<file path="src/rtl/btn_pkg.sv">
// btn_pkg: shared definitions for the push-button conditioning stage.
//   - btn_state_t : per-channel FSM state encoding
//   - DB_W        : width of the saturating debounce counter
//   - DEF_*       : default cycle counts and timer width
package btn_pkg;

  typedef enum logic [1:0] {
    IDLE       = 2'd0,
    PRESS_DB   = 2'd1,
    HELD       = 2'd2,
    RELEASE_DB = 2'd3
  } btn_state_t;

  localparam int DB_W = 20;

  localparam int DEF_DEBOUNCE_CYCLES = 50000;
  localparam int DEF_HOLD_CYCLES     = 5000000;
  localparam int DEF_REPEAT_CYCLES   = 2000000;
  localparam int DEF_TMR_W           = 24;

endpackage

</file>
<file path="src/rtl/btn_channel.sv">
// btn_channel: one button channel -- 2-flop synchroniser, saturating
// debounce counter, state machine and (optionally) hold/repeat timer.
// Configuration macro: BTN_AUTOREPEAT_EN adds the HELD-state timer and
// repeat requests; without it HELD only waits for the release.
// Ports:
//   clk        in  : rising-edge clock
//   rst_n      in  : asynchronous active-low reset
//   btn        in  : raw asynchronous button level, active-high
//   press_req  out : 1-cycle request on an accepted press
//   repeat_req out : 1-cycle auto-repeat request while held
//   held       out : debounced pressed state (HELD or RELEASE_DB)
module btn_channel
  import btn_pkg::*;
#(
  parameter int DEBOUNCE_CYCLES = DEF_DEBOUNCE_CYCLES
`ifdef BTN_AUTOREPEAT_EN
  ,
  parameter int HOLD_CYCLES   = DEF_HOLD_CYCLES,
  parameter int REPEAT_CYCLES = DEF_REPEAT_CYCLES,
  parameter int TMR_W         = DEF_TMR_W
`endif
) (
  input  logic clk,
  input  logic rst_n,
  input  logic btn,
  output logic press_req,
  output logic repeat_req,
  output logic held
);

  localparam logic [DB_W-1:0] DB_LIMIT = DB_W'(DEBOUNCE_CYCLES);

`ifdef BTN_AUTOREPEAT_EN
  localparam logic [TMR_W-1:0] HOLD_LOAD   = TMR_W'(HOLD_CYCLES);
  localparam logic [TMR_W-1:0] REPEAT_LOAD = TMR_W'(REPEAT_CYCLES);
  logic [TMR_W-1:0] timer;
`endif

  logic            sync_a;
  logic            sync_b;
  logic [DB_W-1:0] db_cnt;
  logic [DB_W-1:0] db_inc;
  btn_state_t      state;

  always_ff @(posedge clk or negedge rst_n) begin
    if (!rst_n) begin
      sync_a <= 1'b0;
      sync_b <= 1'b0;
    end else begin
      sync_a <= btn;
      sync_b <= sync_a;
    end
  end

  // Saturate instead of wrapping so a very long stable level cannot
  // roll the counter back through the limit.
  assign db_inc = (db_cnt == '1) ? db_cnt : db_cnt + DB_W'(1);

  always_ff @(posedge clk or negedge rst_n) begin
    if (!rst_n) begin
      state      <= IDLE;
      db_cnt     <= '0;
      press_req  <= 1'b0;
      repeat_req <= 1'b0;
      held       <= 1'b0;
`ifdef BTN_AUTOREPEAT_EN
      timer      <= '0;
`endif
    end else begin
      press_req  <= 1'b0;
      repeat_req <= 1'b0;
      case (state)
        IDLE: begin
          if (sync_b) begin
            db_cnt <= '0;
            state  <= PRESS_DB;
          end
        end
        PRESS_DB: begin
          if (!sync_b) begin
            state <= IDLE;
          end else begin
            db_cnt <= db_inc;
            if (db_inc == DB_LIMIT) begin
              press_req <= 1'b1;
              held      <= 1'b1;
              state     <= HELD;
`ifdef BTN_AUTOREPEAT_EN
              timer     <= HOLD_LOAD;
`endif
            end
          end
        end
        HELD: begin
          if (!sync_b) begin
            db_cnt <= '0;
            state  <= RELEASE_DB;
          end
`ifdef BTN_AUTOREPEAT_EN
          // A timer value of 1 means this decrement reaches zero.
          else if (timer == TMR_W'(1)) begin
            repeat_req <= 1'b1;
            timer      <= REPEAT_LOAD;
          end else begin
            timer <= timer - TMR_W'(1);
          end
`endif
        end
        RELEASE_DB: begin
          // A bounce back high resumes HELD with the timer frozen.
          if (sync_b) begin
            state <= HELD;
          end else begin
            db_cnt <= db_inc;
            if (db_inc == DB_LIMIT) begin
              held  <= 1'b0;
              state <= IDLE;
            end
          end
        end
        default: state <= IDLE;
      endcase
    end
  end

endmodule

</file>
<file path="src/rtl/btn_conditioner.sv">
// btn_conditioner: conditions the increment/decrement push buttons into
// clean single-cycle step pulses for the 0-9 duty-level counter, and
// guarantees the counter never sees both steps in the same cycle.
// Configuration macro: BTN_AUTOREPEAT_EN enables auto-repeat while held.
// Ports:
//   clk        in      : rising-edge clock
//   rst_n      in      : asynchronous active-low reset
//   incr_btn_i in      : raw increment button level, active-high
//   decr_btn_i in      : raw decrement button level, active-high
//   incr_o     out     : registered 1-cycle increment pulse
//   decr_o     out     : registered 1-cycle decrement pulse
//   held_o     out [2] : debounced pressed state, bit0 incr, bit1 decr
module btn_conditioner
  import btn_pkg::*;
#(
  parameter int DEBOUNCE_CYCLES = DEF_DEBOUNCE_CYCLES,
  parameter int HOLD_CYCLES     = DEF_HOLD_CYCLES,
  parameter int REPEAT_CYCLES   = DEF_REPEAT_CYCLES,
  parameter int TMR_W           = DEF_TMR_W
) (
  input  logic       clk,
  input  logic       rst_n,
  input  logic       incr_btn_i,
  input  logic       decr_btn_i,
  output logic       incr_o,
  output logic       decr_o,
  output logic [1:0] held_o
);

  if (DEBOUNCE_CYCLES < 1 || DEBOUNCE_CYCLES > (1 << DB_W) - 1 ||
      HOLD_CYCLES < 1 || REPEAT_CYCLES < 1 || TMR_W < 1 || TMR_W > 31 ||
      (longint'(HOLD_CYCLES) >> TMR_W) != 0 ||
      (longint'(REPEAT_CYCLES) >> TMR_W) != 0) begin : g_bad_params
    $error("btn_conditioner: illegal parameter combination");
  end

  logic [1:0] press_req;
  logic [1:0] repeat_req;
  logic [1:0] held;
  logic [1:0] req;

  btn_channel #(
    .DEBOUNCE_CYCLES(DEBOUNCE_CYCLES)
`ifdef BTN_AUTOREPEAT_EN
    ,
    .HOLD_CYCLES    (HOLD_CYCLES),
    .REPEAT_CYCLES  (REPEAT_CYCLES),
    .TMR_W          (TMR_W)
`endif
  ) u_incr (
    .clk       (clk),
    .rst_n     (rst_n),
    .btn       (incr_btn_i),
    .press_req (press_req[0]),
    .repeat_req(repeat_req[0]),
    .held      (held[0])
  );

  btn_channel #(
    .DEBOUNCE_CYCLES(DEBOUNCE_CYCLES)
`ifdef BTN_AUTOREPEAT_EN
    ,
    .HOLD_CYCLES    (HOLD_CYCLES),
    .REPEAT_CYCLES  (REPEAT_CYCLES),
    .TMR_W          (TMR_W)
`endif
  ) u_decr (
    .clk       (clk),
    .rst_n     (rst_n),
    .btn       (decr_btn_i),
    .press_req (press_req[1]),
    .repeat_req(repeat_req[1]),
    .held      (held[1])
  );

  // With both buttons down, repeats are suppressed so the level does not
  // run away in either direction; first presses still pass.
  assign req = press_req | (repeat_req & {2{~&held}});

  // Coincident requests cancel each other rather than picking a winner.
  always_ff @(posedge clk or negedge rst_n) begin
    if (!rst_n) begin
      incr_o <= 1'b0;
      decr_o <= 1'b0;
    end else begin
      incr_o <= req[0] & ~req[1];
      decr_o <= req[1] & ~req[0];
    end
  end

  assign held_o = held;

endmodule

</file>
<file path="config.mk">
export PLATFORM = sky130hd
export DESIGN_NAME = btn_conditioner
export DESIGN_NICKNAME = d
export VERILOG_FILES = /design/src/rtl/btn_pkg.sv /design/src/rtl/btn_channel.sv /design/src/rtl/btn_conditioner.sv
export SDC_FILE = /design/constraint.sdc
export NUM_CORES = 1
export LEC_CHECK = 0
export CAP_MARGIN = 10
export CORE_ASPECT_RATIO = 0.5
export CORE_MARGIN = 8
export CORE_UTILIZATION = 40
export CTS_CLUSTER_DIAMETER = 200
export DETAILED_ROUTE_END_ITERATION = 6
export GPL_TIMING_DRIVEN = 0
export PLACE_DENSITY = 0.61
export SLEW_MARGIN = 30
export SYNTH_ARGS = -nofsm -noshare
export SYNTH_HDL_FRONTEND = slang
export SYNTH_HIERARCHICAL = 1
export SYNTH_SLANG_ARGS = --single-unit
</file>
<file path="constraint.sdc">
create_clock -name clk -period 7.5 [get_ports clk]
set_clock_uncertainty 0.05 [all_clocks]
set_input_delay 1.5 -clock clk [delete_from_list [all_inputs] [get_ports clk]]
set_output_delay 1.5 -clock clk [all_outputs]
set_load 0.01 [all_outputs]
</file>
# == Yosys cells after proc, flatten, opt, wreduce, memory -nomap -nowiden ==
# Cells that the tools add are included.
# totals
reg_bits,54
input_bits,4
output_inout_bits,4
word_cells,98
# classes
n_addsub,2
n_eq_ne,26
n_mux,42
n_bitwise,4
reduce_logical,10
# ops
op,n
$mux 20,10
$pmux 20 s4,2
$add 20x1->20 const B,2
$eq 20x16->1 const B,2
$eq 20x20->1 const B,2
$mux 2,12
$ne 2x1->1 const B,8
$pmux 2 s4,2
$reduce_and 4->1,4
$mux 1,14
$reduce_and 5->1,2
$eq 2x2->1 const B,4
$ne 2x2->1 const B,4
$ne 3x1->1 const B,2
$ne 3x3->1 const B,2
$eq 2x1->1 const B,2
$logic_not 2->1,2
$pmux 1 s2,2
$reduce_bool 2->1,2
$and 1x1->1,2
$not 1->1,2

# == Depth between registers and ports, before layout ==
# Gate-level depths: netlist of the first run.
# depth
depth_word,6
depth_mapped,9
mapped_depth_nobuf,8

# == Modules after synthesis ==
# Netlist of the first run, hierarchy kept.
# by_module_without_submodules
module,n_inst,cells_per_inst,area_each_um2,seq_area_each_um2
btn_channel,2,194,1721.7,650.6
btn_conditioner,1,7,93.8,50.0

# == Worst setup path after synthesis of the first run ==
# OpenSTA, ideal clock, no wires.
# synth_timing
path_kind,reg-to-reg
from,register u_decr.db_cnt[0]
to,register (tool-made name)
setup_ps,125
arrival_ps,2289
t_required_ps,7325
setup_slack_ps,5036
stages_incl_launch_ff,9
path_buffers,0
path_cell_list,dfrtp_1 > ha_1 > nand3_1 > nor4_2 > and3_1 > xnor2_1 > and4_4 > nand3_2 > mux2_4
# synth_lines
item,line_no,rtl
from (decl),btn_channel.sv:41,logic [DB_W-1:0] db_cnt;
from (signal assigned),btn_channel.sv:83,db_cnt <= db_inc;
from (signal assigned),btn_channel.sv:114,db_cnt <= db_inc;

==> results of run 1 <==
==> logic make-up after synthesis <==
| family | count (synthesis) | share of synthesized area (%) |
|---|---|---|
| AOI/OAI and AO/OA | 114 | 21.9 |
| xor gates and xnor gates | 22 | 5.45 |
| adders and majority gates | 2 | 0.707 |
| buffers and inverters | 31 | 4.92 |
| DFF | 54 | 38.2 |
| muxes | 4 | 1.41 |
| other | 2 | 0.212 |
| and+or+nand+nor | 166 | 27.2 |
==> layout by cell type (no fill, tap or decap), types with 5 or more instances in the layout <==
cell / instances
clkbuf_16: 5
nor3_1: 8
a22o_1: 10
nand3_1: 16
buf_4: 7
o31ai_1: 6
clkbuf_1: 10
nand4_1: 24
xnor2_1: 12
clkdlybuf4s50_1: 6
xor2_1: 10
nor2_1: 20
inv_1: 7
a21oi_1: 28
and4_1: 6
nand2_1: 48
o21ai_0: 40
dfrtp_1: 54
and3_1: 12
and4_4: 8
==> power by group through the flow <==
stage,sequential [mW],combinational [mW],clock [mW]
floorplan,0.313,0.0553,0
global placement,0.314,0.0776,0
detailed placement,0.314,0.0793,0
CTS,0.308,0.0795,0.236
global route,0.310,0.0900,0.246
finish,0.308,0.0793,0.228
==> Yosys cell counts (all sizes together) (5+ instances only) <==
| cell type | number |
|---|---|
| nor2 | 24 |
| xor2 | 10 |
| inv | 7 |
| a21oi | 28 |
| o31ai | 6 |
| nand3 | 18 |
| a21boi | 5 |
| xnor2 | 12 |
| nor3 | 8 |
| o21ai | 40 |
| nand4 | 24 |
| clkbuf | 10 |
| dfrtp | 54 |
| and3 | 12 |
| a22o | 10 |
| and4 | 14 |
| nand2 | 48 |
| buf | 14 |
==> path summary, 6_finish.rpt <==
check | startpoint | end | slack [ns] | depth (start not counted)
max | u_decr/db_cnt[0] | flip-flop | 4.54 | 8
min | u_decr/sync_a | u_decr/sync_b | 0.30 | 0
max reg2reg | u_decr/db_cnt[0] | flip-flop | 4.54 | 8
min reg2reg | u_decr/sync_a | u_decr/sync_b | 0.30 | 0
max in group asynchronous | rst_n | u_decr/db_cnt[1] | 5.92 | 2
min in group asynchronous | rst_n | u_incr/db_cnt[19] | 1.01 | 1
==> metrics by stage <==
stage | worst slack (ns) | util, % | instance area, um2 | total power [mW] | std cells
floorplan | 5.04 | - | 3540 | 0.368 | 395
global placement | 3.07 | 43.4 | 3750 | 0.391 | 519
detailed placement | 4.60 | 43.6 | 3770 | 0.393 | 520
CTS | 4.58 | 45.2 | 3910 | 0.624 | 527
global route | 4.37 | 45.2 | 3910 | 0.645 | 527
finish | 4.54 | 45.2 | 3910 | 0.615 | 527
==> final cells by class <==
| cell class | instances | area [um2] | area share [%] |
|---|---|---|---|
| tap | 117 | 146 | 3.75 |
| clock buffer | 5 | 125 | 3.20 |
| buffer | 24 | 148 | 3.78 |
| timing repair buffer | 8 | 87.6 | 2.24 |
| sequential | 54 | 1350 | 34.6 |
| inverter | 7 | 26.3 | 0.673 |
| clock inverter | 2 | 10.0 | 0.256 |
| multi-input combinational | 310 | 2010 | 51.5 |
==> per-layer routing <==
layer  GRT usage, %  vias up
li1               -     1496
met2           23.8       81
met1           19.4     1444
met4           7.39        0
met3           2.50       18
met5              0        -
==> run_results.csv, run 1 <==
group,metric,value,unit
run_status,status,"finished clean",
worst_setup_path,worstPathRequired,7.63,ns
power,p_per_area,157,nW/um2
clocking,cts_sinks,54,
timing,maxSlewViolCount,0,
yosys,ys_seq_area_share,38.2,%
timing,tns,0,ns
worst_setup_path,cp.arrival,3.09,ns
worst_setup_path,crit_family,"simple AND/OR/NAND/NOR gates",
yosys,synth-warning-count,6,
drt,drtPass1Iterations,5,
yosys,avgSynthCellArea,8.95,um2
cells_and_area,drive_above_1_share,12.7,%
cells_and_area,reg.largest.list,"u_decr/db_cnt (20), u_incr/db_cnt (20)",
placed_design,port_buffers,7,
worst_setup_path,crit_chain,"ha_1, nand3_1, nor4_2, and3_1, xnor2_1, and4_4, nand3_2, mux2_4",
worst_setup_path,slowest_stage,"nor4_2",
yosys,synth_edf_count,0,
power,power_frac_comb,12.9,%
drt,route.detailed.drc,0,
yosys,yosysUniqueCellTypes,49,
drt,postRouteAntennaNets,0,
timing,hold_viol_final,0,
worst_setup_path,critical_path_class,"reg2reg",
floorplanning,design.die.area,12300,um2
clocking,path_clk_slew,0.07,ns
clocking,cts_max_level,2,
clocking,cts_root_buffer,"clkbuf_16",
worst_setup_path,startpoint_type,"flip-flop",
yosys,ys_async_sr_fraction,100,%
grt,grt.total_usage,14.8,%
grt,grt_pass1_vias,2921,
worst_setup_path,worstPathMaxFanout,8,
cells_and_area,n_antenna_cell,0,
yosys,synth_area,3540,um2
timing,whs,0.299,ns
power,power.switching,0.161,mW
floorplanning,coreArea,8650,um2
power,clkPwrFrac,37.0,%
grt,grt_max_degree,41,
power,p_seq_share,50.1,%
yosys,synth-seq-cells,54,
cells_and_area,syn_to_final_growth,10.4,%
timing,tightest_slew,0.968,ns
clocking,cts_tree,"yes",
timing,finalSetupViolations,0,
drt,via_count,3039,
power,p_leak,1.59,nW
power,swShare,26.2,%
clocking,clk_path_buf_depth,2,
floorplanning,die_w,149,um
timing,rsz0062_at_grt,"false",
clocking,cts_resized,0,
drt,vias_per_cell,5.77,
clocking,post_cts_buffers,0,
drt,top_layer,"met4",
drt,wl_per_cell,16.3,um
grt,antenna_found_initial,0,
floorplanning,die-height,82.5,um
placed_design,gp_congestion,0.878,
flow_run,maxCapViolations,0,
yosys,synth_top_area_share,38.2,%
clocking,numCtsBuffers,5,
floorplanning,start_util,40.9,%
yosys,synth-main-ff-cell,"dfrtp_1",
drt,routed_wl,8.60,mm
grt,grt_first_pass_wirelength,14.6,mm
clocking,postCtsHoldBufs,0,
power,internal_power,0.454,mW
placed_design,dp_hpwl,5.98,mm
yosys,synth_cells,395,
drt,wl_met3,371,um
cells_and_area,fillers,842,
timing,fin_crit,2.96,ns
yosys,yosys.area.top_type,"dfrtp_1",
worst_setup_path,critical_path_buf_inv_count,0,
timing,max_slew_margin,35.0,%
timing,period_share,39.4,%
grt,overflow,0,
drt,wl_met2,3.79,mm
floorplanning,ios,8,
yosys,syn_nets,401,
drt,drtIter0Drc,285,
power,ir_drop,0.0775,mV
worst_setup_path,cp-end-kind,"flip-flop",
worst_setup_path,worst_path_largest_cell_delay,0.58,ns
drt,wl_met1,4.20,mm
cells_and_area,final_nets,416,
min_path,min_path_type,"reg2reg",
floorplanning,rows,24,
yosys,synth_area_leaders,"dfrtp_1 (38%), o21ai_0 (5.7%), nand2_1 (5.1%), nand4_1 (4.2%), a21oi_1 (4.0%)",
timing,fmax,0.338,GHz
clocking,clock_latency,0.30,ns
Power figures use the tool's default switching activity.
==> run 2: changes to the inputs <==
==> constraint.sdc (replaced) <==
create_clock -name clk -period 2.8 [get_ports clk]
set_clock_uncertainty 0.05 [all_clocks]
set_input_delay 0.56 -clock clk [delete_from_list [all_inputs] [get_ports clk]]
set_output_delay 0.56 -clock clk [all_outputs]
set_load 0.01 [all_outputs]
==> run_results.csv, run 2 (synthesized netlist as in run 1, its figures left out) <==
group,metric,value,unit
run_status,status,"finished clean",
timing,whs,0.0683,ns
worst_setup_path,r2r-start,"u_decr/db_cnt[0]",
timing,maxSlewViolCount,0,
drt,vias_per_cell,5.88,
cells_and_area,drive_above_1_share,14.1,%
floorplanning,die-height,82.5,um
grt,antenna_found_initial,0,
cells_and_area,fillers,834,
worst_setup_path,startpoint_type,"flip-flop",
timing,fin_crit,2.63,ns
cells_and_area,syn_to_final_growth,12.1,%
worst_setup_path,worst_path_largest_cell_delay,0.47,ns
power,p_leak,1.63,nW
clocking,clock_latency,0.30,ns
clocking,cts_tree,"yes",
worst_setup_path,worstPathMaxFanout,8,
timing,finalSetupViolations,0,
worst_setup_path,slowest_stage,"dfrtp_1",
timing,period_share,93.8,%
worst_setup_path,ff2ff_path_depth,8,
placed_design,dp_hpwl,5.98,mm
grt,grt.total_usage,14.9,%
flow_run,maxCapViolations,0,
cells_and_area,final_cell_mix,"dfrtp_1 (54), nand2_1 (48), o21ai_0 (40)",
placed_design,dp.cells,520,
worst_setup_path,crit_chain,"ha_2, and3_1, and3_1, nand2_1, a41oi_1, nor4_4, nand3_2, mux2_4",
clocking,path_clk_slew,0.07,ns
clocking,clk_path_buf_depth,2,
power,ir_drop,0.208,mV
power,p_per_area,418,nW/um2
timing,fmax,0.381,GHz
timing,max_slew_margin,35.4,%
placed_design,gp_congestion,0.878,
timing,rsz0062_at_grt,"false",
cells_and_area,layout_commonest_cell,"dfrtp_1",
drt,drtIter0Drc,285,
drt,routed_wl,8.68,mm
worst_setup_path,cp-end-kind,"flip-flop",
floorplanning,rows,24,
floorplanning,die_w,149,um
cells_and_area,reg.largest.list,"u_decr/db_cnt (20), u_incr/db_cnt (20)",
clocking,cts_sinks,54,
drt,route.detailed.drc,0,
drt,wl_per_cell,16.4,um
worst_setup_path,critPathMostFrequentCell,"and3_1",
timing,hold_viol_final,0,
cells_and_area,final_nets,417,
placed_design,port_buffers,7,
clocking,cts_max_level,2,
floorplanning,ios,8,
grt,grt_pass1_vias,2950,
timing,tightest_slew,0.963,ns
grt,overflow,0,
drt,postRouteAntennaNets,0,
floorplanning,start_util,40.9,%
drt,drtPass1Iterations,5,
min_path,min_path_type,"in2async",
worst_setup_path,cp.arrival,2.76,ns
clocking,cts_root_buffer,"clkbuf_16",
clocking,numCtsBuffers,5,
worst_setup_path,crit_family,"simple AND/OR/NAND/NOR gates",
cells_and_area,stdcell_count,528,
worst_setup_path,critical_path_buf_inv_count,0,
floorplanning,coreArea,8650,um2
grt,grt_first_pass_wirelength,14.7,mm
worst_setup_path,reg2reg_slack,0.17,ns
grt,grt_max_degree,41,
drt,via_count,3105,
clocking,postCtsHoldBufs,0,
worst_setup_path,worstPathRequired,2.94,ns
worst_setup_path,critical_path_class,"reg2reg",
cells_and_area,n_antenna_cell,0,
floorplanning,design.die.area,12300,um2
## run 2: worst register-to-register path, delay by kind of cell (launching register included)
kind / cells / cell delay [ns]
fa+ha+maj: 1 / 0.30
simple gates: 5 / 0.97
compound gates: 1 / 0.42
flops: 1 / 0.47
mux: 1 / 0.30
## run 2: power by group
part,switching (mW),internal [mW]
sequential,0.0184,0.807
combinational,0.135,0.0868
clock,0.284,0.324
## run 2: timing repair
action	4_1_cts	5_1_grt
gates resized for setup	3	6
endpoints found under the setup margin	2	3
pin swaps	1	2
buffers inserted	0	1
## run 2: final cells by class
type | count | area (um2) | area share, %
sequential | 54 | 1350 | 34.1
multi-input combinational | 310 | 2060 | 52.0
clock buffer | 5 | 125 | 3.16
inverter | 7 | 26.3 | 0.663
timing repair buffer | 9 | 95.1 | 2.40
tap | 117 | 146 | 3.69
buffer | 24 | 148 | 3.72
clock inverter | 2 | 10.0 | 0.253
## run 2: stage by stage
| step | setup TNS (ns) | cell area, um2 | setup WS [ns] | total power [mW] | utilization, % |
|---|---|---|---|---|---|
| after floorplan | 0 | 3540 | 0.336 | 0.985 | - |
| after global placement | -36.94 | 3750 | -0.685 | 1.05 | 43.4 |
| after detailed placement | -0.178 | 3770 | -0.0956 | 1.05 | 43.6 |
| after CTS | 0 | 3930 | 0.0562 | 1.67 | 45.4 |
| after global routing | 0 | 3960 | 0.0133 | 1.74 | 45.8 |
| final | 0 | 3960 | 0.173 | 1.66 | 45.8 |
## run 2: worst max-delay path by stage
| stage | from | endpoint | slack, ns | depth (start not counted) |
|---|---|---|---|---|
| 6_report | u_decr/db_cnt[0] | flip-flop | 0.17 | 8 |
| 5_1_grt | u_decr/db_cnt[0] | flip-flop | 0.01 | 8 |
| 4_1_cts | u_decr/db_cnt[0] | flip-flop | 0.06 | 8 |
| 3_5_place_dp | u_decr/db_cnt[0] | flip-flop | -0.1 | 8 |
| 3_3_place_gp | rst_n | u_decr/db_cnt[2] | -0.69 | 1 |
| 2_1_floorplan | u_decr/db_cnt[0] | flip-flop | 0.34 | 8 |
## run 2: metal layers
| layer | up-vias | global-route usage, % | routed length [um] | part of all wire [%] |
|---|---|---|---|---|
| met5 | - | 0 | 0 | 0 |
| met4 | 0 | 7.79 | 265 | 3.1 |
| met3 | 24 | 2.61 | 402 | 4.6 |
| met2 | 87 | 23.9 | 3840 | 44 |
| met1 | 1495 | 19.3 | 4170 | 48 |
| li1 | 1499 | - | - | - |
==> run 3: changes to the inputs <==
--- a/config.mk
+++ b/config.mk
@@ -8,11 +8,12 @@
 export CAP_MARGIN = 10
 export CORE_ASPECT_RATIO = 0.5
 export CORE_MARGIN = 8
-export CORE_UTILIZATION = 40
+export CORE_UTILIZATION = 60
 export CTS_CLUSTER_DIAMETER = 200
 export DETAILED_ROUTE_END_ITERATION = 6
 export GPL_TIMING_DRIVEN = 0
-export PLACE_DENSITY = 0.61
+export PLACE_DENSITY = 0.83
+export SKIP_LAST_GASP = 1
 export SLEW_MARGIN = 30
 export SYNTH_ARGS = -nofsm -noshare
 export SYNTH_HDL_FRONTEND = slang
==> run_results.csv, run 3 (synthesized netlist as in run 1, its figures left out) <==
group,metric,value,unit
drt,routed_wl,8.51,mm
worst_setup_path,crit_chain,"ha_2, nand3_2, nor4_4, and3_1, xnor2_1, and4_4, nand3_2, mux2_4",
placed_design,post-place-ws,-0.101,ns
timing,maxSlewViolCount,0,
grt,grt_max_degree,36,
clocking,cts_root_buffer,"clkbuf_16",
timing,period_share,96.5,%
drt,wl_per_cell,17.6,um
floorplanning,die_w,125,um
cells_and_area,final_area,3900,um2
worst_setup_path,crit_family,"simple AND/OR/NAND/NOR gates",
timing,whs,0.0876,ns
clocking,postCtsHoldBufs,0,
floorplanning,rows,19,
cells_and_area,final_nets,416,
worst_setup_path,r2r-start,"u_decr/db_cnt[0]",
power,power_frac_comb,12.9,%
floorplanning,design.die.area,8760,um2
worst_setup_path,critPathMostFrequentCell,"nand3_2",
floorplanning,ios,8,
worst_setup_path,critical_path_buf_inv_count,0,
placed_design,port_buffers,7,
worst_setup_path,worstPathRequired,2.93,ns
power,p_per_area,429,nW/um2
power,clkPwrFrac,37.7,%
drt,drtPass1Iterations,7,
timing,hold_viol_final,0,
run_status,status,"finished clean",
clocking,numCtsBuffers,5,
cells_and_area,drive_above_1_share,13.6,%
drt,drtIter0Drc,307,
floorplanning,start_util,63.3,%
cells_and_area,n_antenna_cell,0,
clocking,clk_path_buf_depth,2,
grt,grt.total_usage,19.6,%
power,power,1.67,mW
cells_and_area,syn_to_final_growth,10.2,%
clocking,clock_latency,0.30,ns
cells_and_area,reg.largest.list,"u_decr/db_cnt (20), u_incr/db_cnt (20)",
worst_setup_path,ff2ff_path_depth,8,
placed_design,place_area,3720,um2
worst_setup_path,reg2reg_slack,0.1,ns
power,swShare,25.4,%
drt,vias_per_cell,6.55,
power,ir_drop,0.282,mV
grt,antenna_found_initial,0,
grt,grt_pass1_vias,3019,
cells_and_area,stdcell_count,484,
power,power.switching,0.424,mW
clocking,cts_max_level,2,
grt,overflow,0,
placed_design,gp_congestion,0.897,
timing,tightest_slew,0.904,ns
clocking,cts_sinks,54,
worst_setup_path,cp.arrival,2.83,ns
cells_and_area,final_cell_mix,"dfrtp_1 (54), nand2_1 (48), o21ai_0 (40)",
power,p_seq_share,49.4,%
cells_and_area,layout_commonest_cell,"dfrtp_1",
timing,max_slew_margin,39.3,%
clocking,cts_tree,"yes",
worst_setup_path,slowest_stage,"dfrtp_1",
grt,grt_first_pass_wirelength,14.5,mm
timing,fin_crit,2.70,ns
flow_run,maxCapViolations,0,
clocking,path_clk_slew,0.07,ns
worst_setup_path,worstPathMaxFanout,8,
timing,fmax,0.370,GHz
drt,route.detailed.drc,0,
drt,postRouteAntennaNets,0,
floorplanning,coreArea,5590,um2
clocking,post_cts_buffers,0,
floorplanning,die-height,70.3,um
drt,via_count,3168,
power,p_leak,1.62,nW
worst_setup_path,cp-end-kind,"flip-flop",
power,internal_power,1.25,mW
min_path,min_path_type,"in2async",
worst_setup_path,critical_path_class,"reg2reg",
worst_setup_path,worst_path_largest_cell_delay,0.45,ns
timing,rsz0062_at_grt,"false",
timing,finalSetupViolations,0,
worst_setup_path,startpoint_type,"flip-flop",
placed_design,dp.cells,476,
placed_design,dp_hpwl,5.98,mm
timing,setup_ws,0.0971,ns
[run 3: cell types whose count changed in the layout (fill, tap and decap cells not counted), sizes merged]
| cell | before | now |
|---|---|---|
| clkbuf | 15 | 17 |
| buf | 17 | 16 |
| clkinv | 2 | 1 |
[run 3: per-stage QoR]
| stage | setup TNS (ns) | utilization, % |
|---|---|---|
| CTS | -0.0382 | 69.5 |
| global placement | -22.74 | 66.2 |
| finish | 0 | 69.7 |
| detailed placement | -0.140 | 66.5 |
| global route | 0 | 69.7 |
| floorplan | 0 | - |
[run 3: final cells by class]
class	instances	area (um2)
Timing Repair Buffer	8	87.6
Multi-Input combinational cell	310	2040
Clock buffer	7	143
Sequential cell	54	1350
Buffer	24	148
Fill cell	439	1690
Inverter	7	26.3
Tap cell	73	91.3
Clock inverter	1	5.00
[run 3: power by group through the flow]
stage / Sequential (mW) / Clock, mW / Combinational (mW)
after floorplan: 0.837 / 0 / 0.148
after global placement: 0.839 / 0 / 0.199
after detailed placement: 0.840 / 0 / 0.211
after CTS: 0.825 / 0.650 / 0.212
after global routing: 0.830 / 0.687 / 0.242
final: 0.826 / 0.631 / 0.216
[run 3: metal layers]
metal / vias to the layer above / routed length [um] / global-route usage (%)
li1: 1492 / - / -
met1: 1508 / 3710 / 23.5
met2: 146 / 3970 / 32.3
met3: 22 / 624 / 5.42
met4: 0 / 210 / 8.74
met5: - / 0 / 0
[run 3: worst max-delay path by stage]
stage,start,end,slack [ns],cells past startpoint
6_report,u_decr/db_cnt[0],flip-flop,0.1,8
3_3_place_gp,rst_n,u_decr/db_cnt[2],-0.42,1
2_1_floorplan,u_decr/db_cnt[0],flip-flop,0.34,8
4_1_cts,u_decr/db_cnt[0],flip-flop,-0.04,8
5_1_grt,u_decr/db_cnt[0],flip-flop,0.008,8
3_5_place_dp,u_decr/db_cnt[0],flip-flop,-0.10,8
[run 3: timing repair]
item	in CTS	in global routing
pin swaps	0	1
gates resized for setup	2	4
endpoints found under the setup margin	3	5
